### config.mk
export PLATFORM = sky130hd
export DESIGN_NAME = uart_rx_cfg_flat
export DESIGN_NICKNAME = d
export VERILOG_FILES = /design/src/rtl/uart_rx_cfg_if.sv /design/src/rtl/uart_rx_cfg.sv /design/src/flat_wrapper.sv
export SDC_FILE = /design/constraint.sdc
export NUM_CORES = 1
export LEC_CHECK = 0
export ABC_AREA = 0
export CAP_MARGIN = 20
export CORE_ASPECT_RATIO = 0.8
export CORE_MARGIN = 4
export CORE_UTILIZATION = 53
export CTS_CLUSTER_SIZE = 30
export DETAILED_ROUTE_END_ITERATION = 10
export PLACE_DENSITY_LB_ADDON = 0.2
export REMOVE_ABC_BUFFERS = 1
export SETUP_SLACK_MARGIN = 0.05
export SYNTH_ARGS = -nofsm -noshare
export SYNTH_HDL_FRONTEND = slang
export SYNTH_SLANG_ARGS = --single-unit
### constraint.sdc
create_clock -name i_clk -period 2.8 [get_ports i_clk]
set_input_delay 0.7 -clock i_clk [delete_from_list [all_inputs] [get_ports i_clk]]
set_output_delay 0.7 -clock i_clk [all_outputs]
set_load 0.02 [all_outputs]
### src/rtl/uart_rx_cfg_if.sv
// uart_rx_cfg_if: host-link receiver control, status and FIFO handshake bundle
interface uart_rx_cfg_if #(
    parameter int DATA_BITS  = 8,
    parameter int DIV_WIDTH  = 16,
    parameter int FIFO_DEPTH = 4
);
    logic [DIV_WIDTH-1:0]         i_div;
    logic                         i_rx;
    logic                         i_ready;
    logic                         i_clr_ovr;
    logic                         o_valid;
    logic [DATA_BITS-1:0]         o_data;
    logic                         o_perr;
    logic                         o_ferr;
    logic                         o_brk;
    logic                         o_overrun;
    logic [$clog2(FIFO_DEPTH):0]  o_level;
    logic                         o_busy;

    modport slave (
        input  i_div, i_rx, i_ready, i_clr_ovr,
        output o_valid, o_data, o_perr, o_ferr, o_brk, o_overrun, o_level, o_busy
    );

    modport master (
        output i_div, i_rx, i_ready, i_clr_ovr,
        input  o_valid, o_data, o_perr, o_ferr, o_brk, o_overrun, o_level, o_busy
    );
endinterface

### src/rtl/uart_rx_cfg.sv
// uart_rx_cfg: configurable UART receiver with error flags, break detect and show-ahead FIFO
module uart_rx_cfg #(
    parameter int DATA_BITS  = 8,
    parameter int PARITY     = 0,
    parameter int STOP_BITS  = 1,
    parameter int DIV_WIDTH  = 16,
    parameter int FIFO_DEPTH = 4
) (
    input logic          i_clk,
    input logic          i_rst,
    uart_rx_cfg_if.slave bus
);
    localparam int AW = $clog2(FIFO_DEPTH);
    localparam int LW = AW + 1;
    localparam int EW = DATA_BITS + 3;

    typedef enum logic [2:0] {IDLE, START, DATA, PAR, STOP, BRKWAIT} state_t;

    state_t               state, state_n;
    logic                 s1, rxs;
    logic [DIV_WIDTH-1:0] cnt, div_l;
    logic [3:0]           bitn;
    logic [DATA_BITS-1:0] shreg;
    logic                 perr, ferr;
    logic                 push;
    logic [EW-1:0]        push_w;
    logic                 tick, last_data, last_stop, stop_bad, par_bit, is_brk;

    logic [EW-1:0]        mem [FIFO_DEPTH];
    logic [AW-1:0]        wr_ptr, rd_ptr;
    logic [AW:0]          level;
    logic [EW-1:0]        last, head;
    logic                 full, pop, wr, drop, ovr;

    assign tick      = cnt == div_l;
    assign last_data = bitn == 4'(DATA_BITS - 1);
    assign last_stop = bitn == 4'(STOP_BITS - 1);
    assign stop_bad  = ferr | ~rxs;
    assign par_bit   = (PARITY == 1) ? ~^shreg : ^shreg;
    assign is_brk    = stop_bad && shreg == '0;

    // State register
    always_ff @(posedge i_clk) begin
        state <= i_rst ? IDLE : state_n;
    end

    // Frame sequencing; break frames park in BRKWAIT until the line goes idle
    always_comb begin
        state_n = state;
        case (state)
            IDLE:    state_n = rxs ? IDLE : START;
            START:   state_n = tick ? (rxs ? IDLE : DATA) : START;
            DATA:    state_n = (tick && last_data) ? ((PARITY != 0) ? PAR : STOP) : DATA;
            PAR:     state_n = tick ? STOP : PAR;
            STOP:    state_n = (tick && last_stop) ? (is_brk ? BRKWAIT : IDLE) : STOP;
            BRKWAIT: state_n = rxs ? IDLE : BRKWAIT;
            default: state_n = IDLE;
        endcase
    end

    // Synchroniser, bit timer, shifter and error accumulation; raises push after the last stop sample
    always_ff @(posedge i_clk) begin
        if (i_rst) begin
            s1     <= 1'b1;
            rxs    <= 1'b1;
            cnt    <= '0;
            div_l  <= '0;
            bitn   <= '0;
            shreg  <= '0;
            perr   <= 1'b0;
            ferr   <= 1'b0;
            push   <= 1'b0;
            push_w <= '0;
        end else begin
            s1   <= bus.i_rx;
            rxs  <= s1;
            push <= 1'b0;
            if (state == IDLE) begin
                div_l <= bus.i_div;
                cnt   <= bus.i_div >> 1;
                bitn  <= '0;
                perr  <= 1'b0;
                ferr  <= 1'b0;
            end else if (state != BRKWAIT) begin
                cnt <= tick ? '0 : cnt + 1'b1;
                if (tick && state == DATA) begin
                    shreg <= {rxs, shreg[DATA_BITS-1:1]};
                    bitn  <= last_data ? '0 : bitn + 1'b1;
                end
                if (tick && state == PAR)
                    perr <= rxs != par_bit;
                if (tick && state == STOP) begin
                    ferr <= stop_bad;
                    bitn <= bitn + 1'b1;
                    if (last_stop) begin
                        push   <= 1'b1;
                        push_w <= {is_brk, stop_bad, perr, shreg};
                    end
                end
            end
        end
    end

    assign full = level == LW'(FIFO_DEPTH);
    assign pop  = bus.o_valid && bus.i_ready;
    assign wr   = push && (!full || pop);
    assign drop = push && full && !pop;

    // FIFO storage
    always_ff @(posedge i_clk) begin
        if (wr && !i_rst)
            mem[wr_ptr] <= push_w;
    end

    // FIFO pointers, occupancy, sticky overrun and the held head after a pop
    always_ff @(posedge i_clk) begin
        if (i_rst) begin
            wr_ptr <= '0;
            rd_ptr <= '0;
            level  <= '0;
            ovr    <= 1'b0;
            last   <= '0;
        end else begin
            wr_ptr <= wr_ptr + AW'(wr);
            rd_ptr <= rd_ptr + AW'(pop);
            level  <= level + LW'(wr) - LW'(pop);
            ovr    <= drop | (ovr & ~bus.i_clr_ovr);
            if (pop)
                last <= mem[rd_ptr];
        end
    end

    assign head          = bus.o_valid ? mem[rd_ptr] : last;
    assign bus.o_valid   = level != '0;
    assign bus.o_data    = head[DATA_BITS-1:0];
    assign bus.o_perr    = head[DATA_BITS];
    assign bus.o_ferr    = head[DATA_BITS+1];
    assign bus.o_brk     = head[DATA_BITS+2];
    assign bus.o_overrun = ovr;
    assign bus.o_level   = level;
    assign bus.o_busy    = state != IDLE;
endmodule

### src/flat_wrapper.sv
// flat-port wrapper written by rule: the top's interface ports become plain ports
module uart_rx_cfg_flat 
#(
    parameter int DATA_BITS  = 8,
    parameter int PARITY     = 0,
    parameter int STOP_BITS  = 1,
    parameter int DIV_WIDTH  = 16,
    parameter int FIFO_DEPTH = 4
)
  (i_clk, i_rst, bus_i_div, bus_i_rx, bus_i_ready, bus_i_clr_ovr, bus_o_valid, bus_o_data, bus_o_perr, bus_o_ferr, bus_o_brk, bus_o_overrun, bus_o_level, bus_o_busy);
  uart_rx_cfg_if #(.DATA_BITS(DATA_BITS), .DIV_WIDTH(DIV_WIDTH), .FIFO_DEPTH(FIFO_DEPTH)) bus_i ();
  input logic i_clk;
  input logic i_rst;
  input wire logic [$bits(bus_i.i_div)-1:0] bus_i_div;
  input wire logic [$bits(bus_i.i_rx)-1:0] bus_i_rx;
  input wire logic [$bits(bus_i.i_ready)-1:0] bus_i_ready;
  input wire logic [$bits(bus_i.i_clr_ovr)-1:0] bus_i_clr_ovr;
  output wire logic [$bits(bus_i.o_valid)-1:0] bus_o_valid;
  output wire logic [$bits(bus_i.o_data)-1:0] bus_o_data;
  output wire logic [$bits(bus_i.o_perr)-1:0] bus_o_perr;
  output wire logic [$bits(bus_i.o_ferr)-1:0] bus_o_ferr;
  output wire logic [$bits(bus_i.o_brk)-1:0] bus_o_brk;
  output wire logic [$bits(bus_i.o_overrun)-1:0] bus_o_overrun;
  output wire logic [$bits(bus_i.o_level)-1:0] bus_o_level;
  output wire logic [$bits(bus_i.o_busy)-1:0] bus_o_busy;
  assign bus_i.i_div = bus_i_div;
  assign bus_i.i_rx = bus_i_rx;
  assign bus_i.i_ready = bus_i_ready;
  assign bus_i.i_clr_ovr = bus_i_clr_ovr;
  assign bus_o_valid = bus_i.o_valid;
  assign bus_o_data = bus_i.o_data;
  assign bus_o_perr = bus_i.o_perr;
  assign bus_o_ferr = bus_i.o_ferr;
  assign bus_o_brk = bus_i.o_brk;
  assign bus_o_overrun = bus_i.o_overrun;
  assign bus_o_level = bus_i.o_level;
  assign bus_o_busy = bus_i.o_busy;
  uart_rx_cfg #(.DATA_BITS(DATA_BITS), .PARITY(PARITY), .STOP_BITS(STOP_BITS), .DIV_WIDTH(DIV_WIDTH), .FIFO_DEPTH(FIFO_DEPTH)) u_core (.i_clk(i_clk), .i_rst(i_rst), .bus(bus_i));
endmodule
# Word-level counts from Yosys, hierarchy flattened
# Memories as Yosys holds them, arrays and structs flattened. A register that Yosys moved wholly into a read port is not among the register bits.
# Cells that the tools add are included.
op_classes:
  add_sub_neg: 6
  n_eq_ne: 10
  mux: 20
  bitwise_logic: 8
  n_reduce_logical: 30
op_table:
  columns: ["cell", "n"]
  rows:
  - ["$mux W15", 2]
  - ["$mux W3", 6]
  - ["$pmux W3 S6", 1]
  - ["$add A16 B1 Y16 const B", 1]
  - ["$eq A16 B16 Y1", 1]
  - ["$mux W16", 1]
  - ["$mux W4", 3]
  - ["$logic_and A1 B1 Y1", 11]
  - ["$mux W11", 1]
  - ["$eq A3 B3 Y1 const B", 3]
  - ["$logic_not A8 Y1", 1]
  - ["$reduce_xor A8 Y1", 1]
  - ["$eq A3 B2 Y1 const B", 2]
  - ["$reduce_and A2 Y1", 3]
  - ["$reduce_bool A3 Y1", 2]
  - ["$not A1 Y1", 5]
  - ["$add A2 B1 Y2", 2]
  - ["$add A4 B1 Y4 const B", 1]
  - ["$eq A4 B3 Y1 const B", 1]
  - ["$logic_not A4 Y1", 1]
  - ["$mux W1", 4]
  - ["$mux W2", 2]
  - ["$reduce_and A4 Y1", 1]
  - ["$reduce_bool A2 Y1", 2]
  - ["other kinds (13)", 16]
word_totals:
  reg_bits: 82
  ramBits: 44
  input_bits: 21
  out_inout_bits: 17
  word_cells: 92
  n_memories: 1
memory_table:
  columns: ["memory", "depth", "width", "rd", "rd_clocked_by_memory_dff", "write_ports", "line", "source"]
  rows:
  - ["u_core.mem", 4, 11, 1, 1, 1, "uart_rx_cfg.sv:29", "logic [EW-1:0] mem [FIFO_DEPTH];"]

# Logic depth before layout (Yosys ltp)
# Gate-level depths: netlist (run 1).
depth:
  depth_word: 7
  depth_mapped: 11
  depth_no_buf: 9

# Least setup slack after synthesis (run 1)
# Ideal clock, no wire load.
synth_timing:
  path_kind: "input port to flip-flop"
  start: "input i_rst"
  end: "memory u_core.mem[1][0] in the netlist's numbering (enable)"
  setup_ns: 0.412
  arrival_ns: 2.358
  required_time_ns: 2.388
  slack_ns: 0.030
  cell_stages: 3
  path_buffers: 2
  path_cell_list: "clkbuf_1 > clkbuf_1 > nor4b_1"
synth_between:
  elab_chain_len: 4
synth_lines:
  columns: ["item", "line", "source"]
  rows:
  - ["from (decl)", "flat_wrapper.sv:13", "input logic i_rst;"]
  - ["$logic_not A1 Y1", "uart_rx_cfg.sv:111", "if (wr && !i_rst)"]
  - ["$logic_and A1 B1 Y1", "uart_rx_cfg.sv:111", null]
  - ["$mux W1", "uart_rx_cfg.sv:111", null]
  - ["$mux W1 (implied by the code)", "uart_rx_cfg.sv:112", "mem[wr_ptr] <= push_w;"]
  - ["to (decl)", "uart_rx_cfg.sv:29", null]
# Every way passes these cells.

==> run summary, run 1 <==
Inst Count DP -> 712
FF+latch count, synth -> 126
Register area share after synthesis -> 52.9%
Post-synth EDFFs -> 44
Die footprint -> 0.0123 mm²
Reg2reg setup slack -> 550 ps
Total CTS buffers -> 17
Syn avg cell area -> 10.1 µm²
Final ANT Viol Nets -> 0
Final hold violations -> 0
Yosys warns -> 0
Crit-path cells -> buf_12, mux4_2, mux2_2, clkdlybuf4s15_1
GP Congestion -> 0.849
Initial antenna violation count -> 0
Core area -> 0.0103 mm²
Worst Tran Pin Value -> 901 ps
Clock Sinks -> 126
Nets -> 624
Fraction of registers with async set/reset -> 0%
Slowest CP cell -> mux4_2
Setup WS pre-CTS -> 43.4 ps
Die width -> 123 µm
Largest net degree at the start of global routing -> 48
Main synth FF type -> dfxtp_1
Layout cell share with drive strength beyond 1 -> 15.9%
Fmax -> 0.368 GHz
Hold Path Class -> register to register
Unrepaired setup endpoints after global routing -> yes
Reg clk slew, reported paths -> 60 ps
Final period utilization -> 97.1%
PD cells -> 815 mW/mm²
Port bufs -> 37
Overall routing resource usage -> 21.3%
Final WL -> 12.2 mm
CP max FO -> 12
Crit path kind -> register to output pin
Delay of the slowest critical-path stage -> 540 ps
H-Tree Depth -> 4
DRT Pass-1 Iters -> 5
CTS root buffer -> clkbuf_16
Hold WS -> 408 ps
Die Ht -> 100 µm
Leak -> 2.45 nW
Initial Util -> 54.5%
Via count -> 4,246
Status -> finished clean
Crit end category -> output pin
Clock buffer depth -> 2
Max-slew headroom at the worst pin -> 39.7%
Clock skew -> 9.39 ps
Fin crit period -> 2720 ps
DR vias/cell -> 5.71
Critical Path AT -> 2020 ps
ANT cells -> 0
Most common cell after layout, fill and taps aside -> dfxtp_1
Maxcap violations -> 0
WP data required -> 2100 ps
Final count of pins violating max slew -> 0
Worst-Skew Late Latency -> 410 ps
First-pass GRT wire length -> 20.3 mm
Syn Inst Count -> 555
Placed cell area -> 0.00615 mm²
Gr ovfl total -> 0
Number of remaining DRC errors -> 0
IO Pins -> 38
CP startpoint kind -> register
Synthesized cell area -> 0.00560 mm²
Most frequent cells in the layout -> dfxtp_1, nand2_1, a21oi_1, edfxtp_1, nand3_1
Initial DRC count -> 267
Fillers -> 805
Vias in the first global route -> 4,031
Fin area -> 0.00671 mm²
Synth-to-layout area growth -> 19.8%
Setup tns final -> 0 ps
Non-filler cells, final -> 744
CTS tree -> yes
PnR worst setup slack -> 82.2 ps
Drt wl/cell -> 16.4 µm
# rows -> 33
Final setup fails -> 0
Yosys cell types -> 50
Hpwl dp -> 8.31 mm
Peak supply drop -> 0.000747 V
[cells in the mapped netlist (all sizes together) (12+ instances only)]
cell    number  area [µm²]
o21ai       29         145
buf         12        61.3
xor2        21         184
edfxtp      44        1320
nand3       33         165
clkbuf      27         101
dfxtp       82        1640
nor4        12        87.6
nand2       70         263
nor2        20        75.1
a21oi       59         295
inv         24        90.1
[report_power, final]
group,total (W),internal [W],switching [W]
registers,0.00207,0.00199,0.0000833
clock network,0.00220,0.00139,0.000810
logic,0.00120,0.000574,0.000625
total,0.00547,0.00395,0.00152
[through the flow]
| step | total power, W | util [%] |
|---|---|---|
| finish | 0.00547 | 65.3 |
| global route | 0.00571 | 65.3 |
| CTS | 0.00554 | 65.7 |
| detailed placement | 0.00340 | 59.8 |
| global placement | 0.00336 | 59.8 |
| floorplan | 0.00289 | - |
[logic make-up (layout without fill, tap and decap cells)]
logic type / Yosys count / in the layout / share of synthesized area [%]
and+or+nand+nor: 184 / 184 / 16.4
DFF: 126 / 126 / 52.9
AOI/OAI and AO/OA: 120 / 120 / 12.4
buffers and inverters: 63 / 112 / 4.51
xor gates and xnor gates: 28 / 28 / 4.38
muxes: 22 / 22 / 6.63
adders and majority gates: 12 / 12 / 2.81
[sequential cells by signal, indices dropped and copies added (netlist names), 2 cells and up]
name	flops
u_core.bus.o_level	3
u_core.last	11
u_core.mem	44
u_core.state	3
u_core.shreg	8
u_core.wr_ptr	2
u_core.rd_ptr	2
u_core.div_l	16
u_core.push_w	11
u_core.cnt	16
u_core.bitn	4
[path summary, 6_finish.rpt]
check | from | endpoint | cells past startpoint
max | u_core.rd_ptr[0]$_SDFF_PP0_ | bus_o_data[7] | 4
min | u_core.s1$_SDFF_PP1_ | u_core.rxs$_SDFF_PP1_ | 1
max reg2reg | u_core.cnt[0]$_SDFFE_PP0P_ | u_core.push_w[1]$_SDFFE_PP0P_ | 6
min reg2reg | u_core.s1$_SDFF_PP1_ | u_core.rxs$_SDFF_PP1_ | 1
[routing by layer]
layer	up-vias	track usage (%)	share of wire, %
met5	-	0	0
met2	98	31.0	44
met1	2067	31.8	50
met4	0	5.16	0.84
li1	2070	-	-
met3	11	5.46	5.0
[worst max-delay path: cells and delay by family, from the launching register on]
kind	cells	cell delay [ps]
buf+inv	2	440
flops	1	350
mux	2	820
[area by class of cell]
type,count,area [µm²],area share (%)
flip-flops and latches,126,2960,44.2
multi-input cells,366,2410,35.9
repair buffers,56,470,7.01
clock buffers,20,468,6.97
well taps,140,175,2.61
clock inverters,12,135,2.01
inverters,24,90.1,1.34
[repair_timing]
action	4_1_cts	5_1_grt
setup buffers	0	0
cloned	0	0
endpoints found under the setup margin	11	12
resized for setup	21	13
hold buffers	0	0
pin swaps	0	0
Note: power is estimated with default switching activity, not from simulation.
==> run 2: changes to the inputs <==
--- a/config.mk
+++ b/config.mk
@@ -15,6 +15,7 @@
 export PLACE_DENSITY_LB_ADDON = 0.2
 export REMOVE_ABC_BUFFERS = 1
 export SETUP_SLACK_MARGIN = 0.05
+export SLEW_MARGIN = 0
 export SYNTH_ARGS = -nofsm -noshare
 export SYNTH_HDL_FRONTEND = slang
 export SYNTH_SLANG_ARGS = --single-unit
==> results of run 2 <==
The final DEF is identical to that of run 1; final timing and power are the same.
==> run 3: changes to the inputs <==
--- a/config.mk
+++ b/config.mk
@@ -12,8 +12,8 @@
 export CORE_UTILIZATION = 53
 export CTS_CLUSTER_SIZE = 30
 export DETAILED_ROUTE_END_ITERATION = 10
+export HOLD_SLACK_MARGIN = 0.03
 export PLACE_DENSITY_LB_ADDON = 0.2
-export REMOVE_ABC_BUFFERS = 1
 export SETUP_SLACK_MARGIN = 0.05
 export SLEW_MARGIN = 0
 export SYNTH_ARGS = -nofsm -noshare
==> run summary, run 3 (synthesis gave the netlist of run 1 again) <==
Status -> finished clean
Peak supply drop -> 0.000404 V (-46%)
Nets -> 626 (+0.32%)
Max-slew headroom at the worst pin -> 38.3% (-1.4 points)
Die width -> 123 µm (unchanged)
Final count of pins violating max slew -> 0 (unchanged)
Hold Path Class -> register to register
Fmax -> 0.370 GHz (+0.56%)
DR vias/cell -> 5.76 (+1.0%)
GP Congestion -> 0.834 (-1.8%)
Overall routing resource usage -> 21.5% (+0.22 points)
Unrepaired setup endpoints after global routing -> yes
Layout cell share with drive strength beyond 1 -> 16.5% (+0.61 points)
Delay of the slowest critical-path stage -> 540 ps (about the same)
Worst Tran Pin Value -> 922 ps (+20.9 ps)
Initial antenna violation count -> 0 (unchanged)
Core Util, Final -> 65.5% (+0.23 points)
Port bufs -> 37 (unchanged)
CTS root buffer -> clkbuf_16
Most common cell after layout, fill and taps aside -> dfxtp_1
Final period utilization -> 96.5% (-0.54 points)
Final hold violations -> 0 (unchanged)
Largest net degree at the start of global routing -> 47 (-2.1%)
Gr ovfl total -> 0 (unchanged)
P_sw -> 0.00162 W (+6.7%)
CP startpoint kind -> register
Final setup fails -> 0 (unchanged)
Logic pwr share -> 23.5% (+1.6 points)
Via count -> 4,300 (+1.3%)
Initial DRC count -> 360 (+35%)
ANT cells -> 0 (unchanged)
Final ANT Viol Nets -> 0 (unchanged)
Max FFs per register -> 44 (unchanged)
Drt wl/cell -> 16.5 µm (+0.66%)
CP max FO -> 6 (-6)
IO Pins -> 38 (unchanged)
Reg with most FFs -> u_core.mem
Clock Sinks -> 126 (unchanged)
Slowest CP cell -> mux4_2
Core area -> 0.0103 mm² (unchanged)
Initial Util -> 54.5% (unchanged)
Crit path top cell by count -> buf_12
Maxcap violations -> 0 (unchanged)
Fin crit period -> 2700 ps (-15.2 ps)
Most frequent cells in the layout -> dfxtp_1, nand2_1, a21oi_1, edfxtp_1, nand3_1
Total CTS buffers -> 17 (unchanged)
Clock skew -> 10.8 ps (+1.41 ps)
Crit-path cells -> buf_12, buf_12, mux4_2, mux2_2, clkbuf_2
# rows -> 33 (unchanged)
Vias in the first global route -> 3,980 (-1.3%)
Hold WS -> 416 ps (+8.06 ps)
DRT Pass-1 Iters -> 5 (unchanged)
Critical Path AT -> 2000 ps (-20 ps)
Top flop regs -> u_core.mem (44), u_core.cnt (16), u_core.div_l (16)
Crit path kind -> register to output pin
Number of remaining DRC errors -> 0 (unchanged)
Final WL -> 12.3 mm (+0.93%)
Switching Share -> 29.5% (+1.7 points)
WP data required -> 2100 ps (about the same)
Sequential power share -> 37.8% (about the same)
Die footprint -> 0.0123 mm² (unchanged)
PD cells -> 817 mW/mm² (+0.29%)
Setup tns final -> 0 ps (unchanged)
Die Ht -> 100 µm (unchanged)
Hold buffers post-CTS -> 0 (unchanged)
Worst-Skew Late Latency -> 420 ps (about the same)
First-pass GRT wire length -> 20.4 mm (+0.61%)
Mapped Nets -> 588
Reg clk slew, reported paths -> 60 ps (about the same)
H-Tree Depth -> 4 (unchanged)
Clk pwr share -> 38.7% (-1.5 points)
Synth-to-layout area growth -> 20.2%
Crit end category -> output pin
Internal Pwr Total -> 0.00388 W (-1.7%)
Clock buffer depth -> 2 (unchanged)
CTS tree -> yes
Leak -> 2.47 nW (+0.78%)
Hpwl dp -> 8.26 mm (-0.69%)
==> run 3: cell types whose count changed in the layout (fill, tap and decap cells not counted), sizes merged <==
cell           before  now
clkinv              6    4
buf                20   27
clkbuf             30   23
inv                25   33
bufinv              2    1
clkinvlp            3    1
clkdlybuf4s15       1    0
==> run 3: cell type report <==
cell class / instances / area, µm²
Clock buffer: 17 / 425
Clock inverter: 15 / 151
Fill cell: 774 / 3550
Inverter: 24 / 90.1
Multi-Input combinational cell: 366 / 2410
Sequential cell: 126 / 2970
Tap cell: 140 / 175
Timing Repair Buffer: 58 / 518
==> run 3: worst paths after layout <==
check | from | endpoint | slack [ps] | cells after the start
setup / recovery | u_core.rd_ptr[0]$_SDFF_PP0_ | bus_o_data[5] | 100 | 5
hold / removal | u_core.s1$_SDFF_PP1_ | u_core.rxs$_SDFF_PP1_ | 420 | 1
setup reg to reg | u_core.cnt[5]$_SDFFE_PP0P_ | u_core.state[0]$_SDFF_PP0_ | 460 | 5
hold reg to reg | u_core.s1$_SDFF_PP1_ | u_core.rxs$_SDFF_PP1_ | 420 | 1
==> run 3: stage by stage <==
| stage | total power [W] | setup slack, ps | std cells | cell area, µm² |
|---|---|---|---|---|
| final | 0.00550 | 97.5 | 746 | 6740 |
| after global placement | 0.00337 | 110 | 712 | 6150 |
| after floorplan | 0.00294 | 122 | 555 | 5610 |
| after CTS | 0.00551 | 35.0 | 745 | 6740 |
| after detailed placement | 0.00341 | 60.4 | 712 | 6150 |
| after global routing | 0.00575 | 41.4 | 746 | 6740 |
==> run 3: what timing repair did <==
action / 4_1_cts / 5_1_grt
gates resized for setup: 31 / 13
endpoints found under the setup margin: 11 / 11
buffers inserted: 0 / 1
gates cloned: 1 / 0
==> run 3: critical path: cells and delay by family (launching register included) <==
| family | cells | cell delay (ps) |
|---|---|---|
| mux | 2 | 830 |
| flops | 1 | 390 |
| buf+inv | 3 | 370 |
==> run 3: power groups by stage <==
stage	combinational, W	sequential (W)	clock, W
2_1_floorplan	0.000833	0.00211	0
3_3_place_gp	0.00127	0.00209	0
3_5_place_dp	0.00130	0.00210	0
4_1_cts	0.00129	0.00207	0.00215
5_1_grt	0.00140	0.00209	0.00225
6_report	0.00129	0.00208	0.00213
==> run 3: routing by layer <==
layer | share of wire, % | global-route usage [%] | up-vias
li1 | - | - | 2090
met1 | 49 | 32.0 | 2074
met2 | 43 | 30.2 | 122
met3 | 6.5 | 5.80 | 14
met4 | 1.3 | 7.23 | 0
met5 | 0 | 0 | -
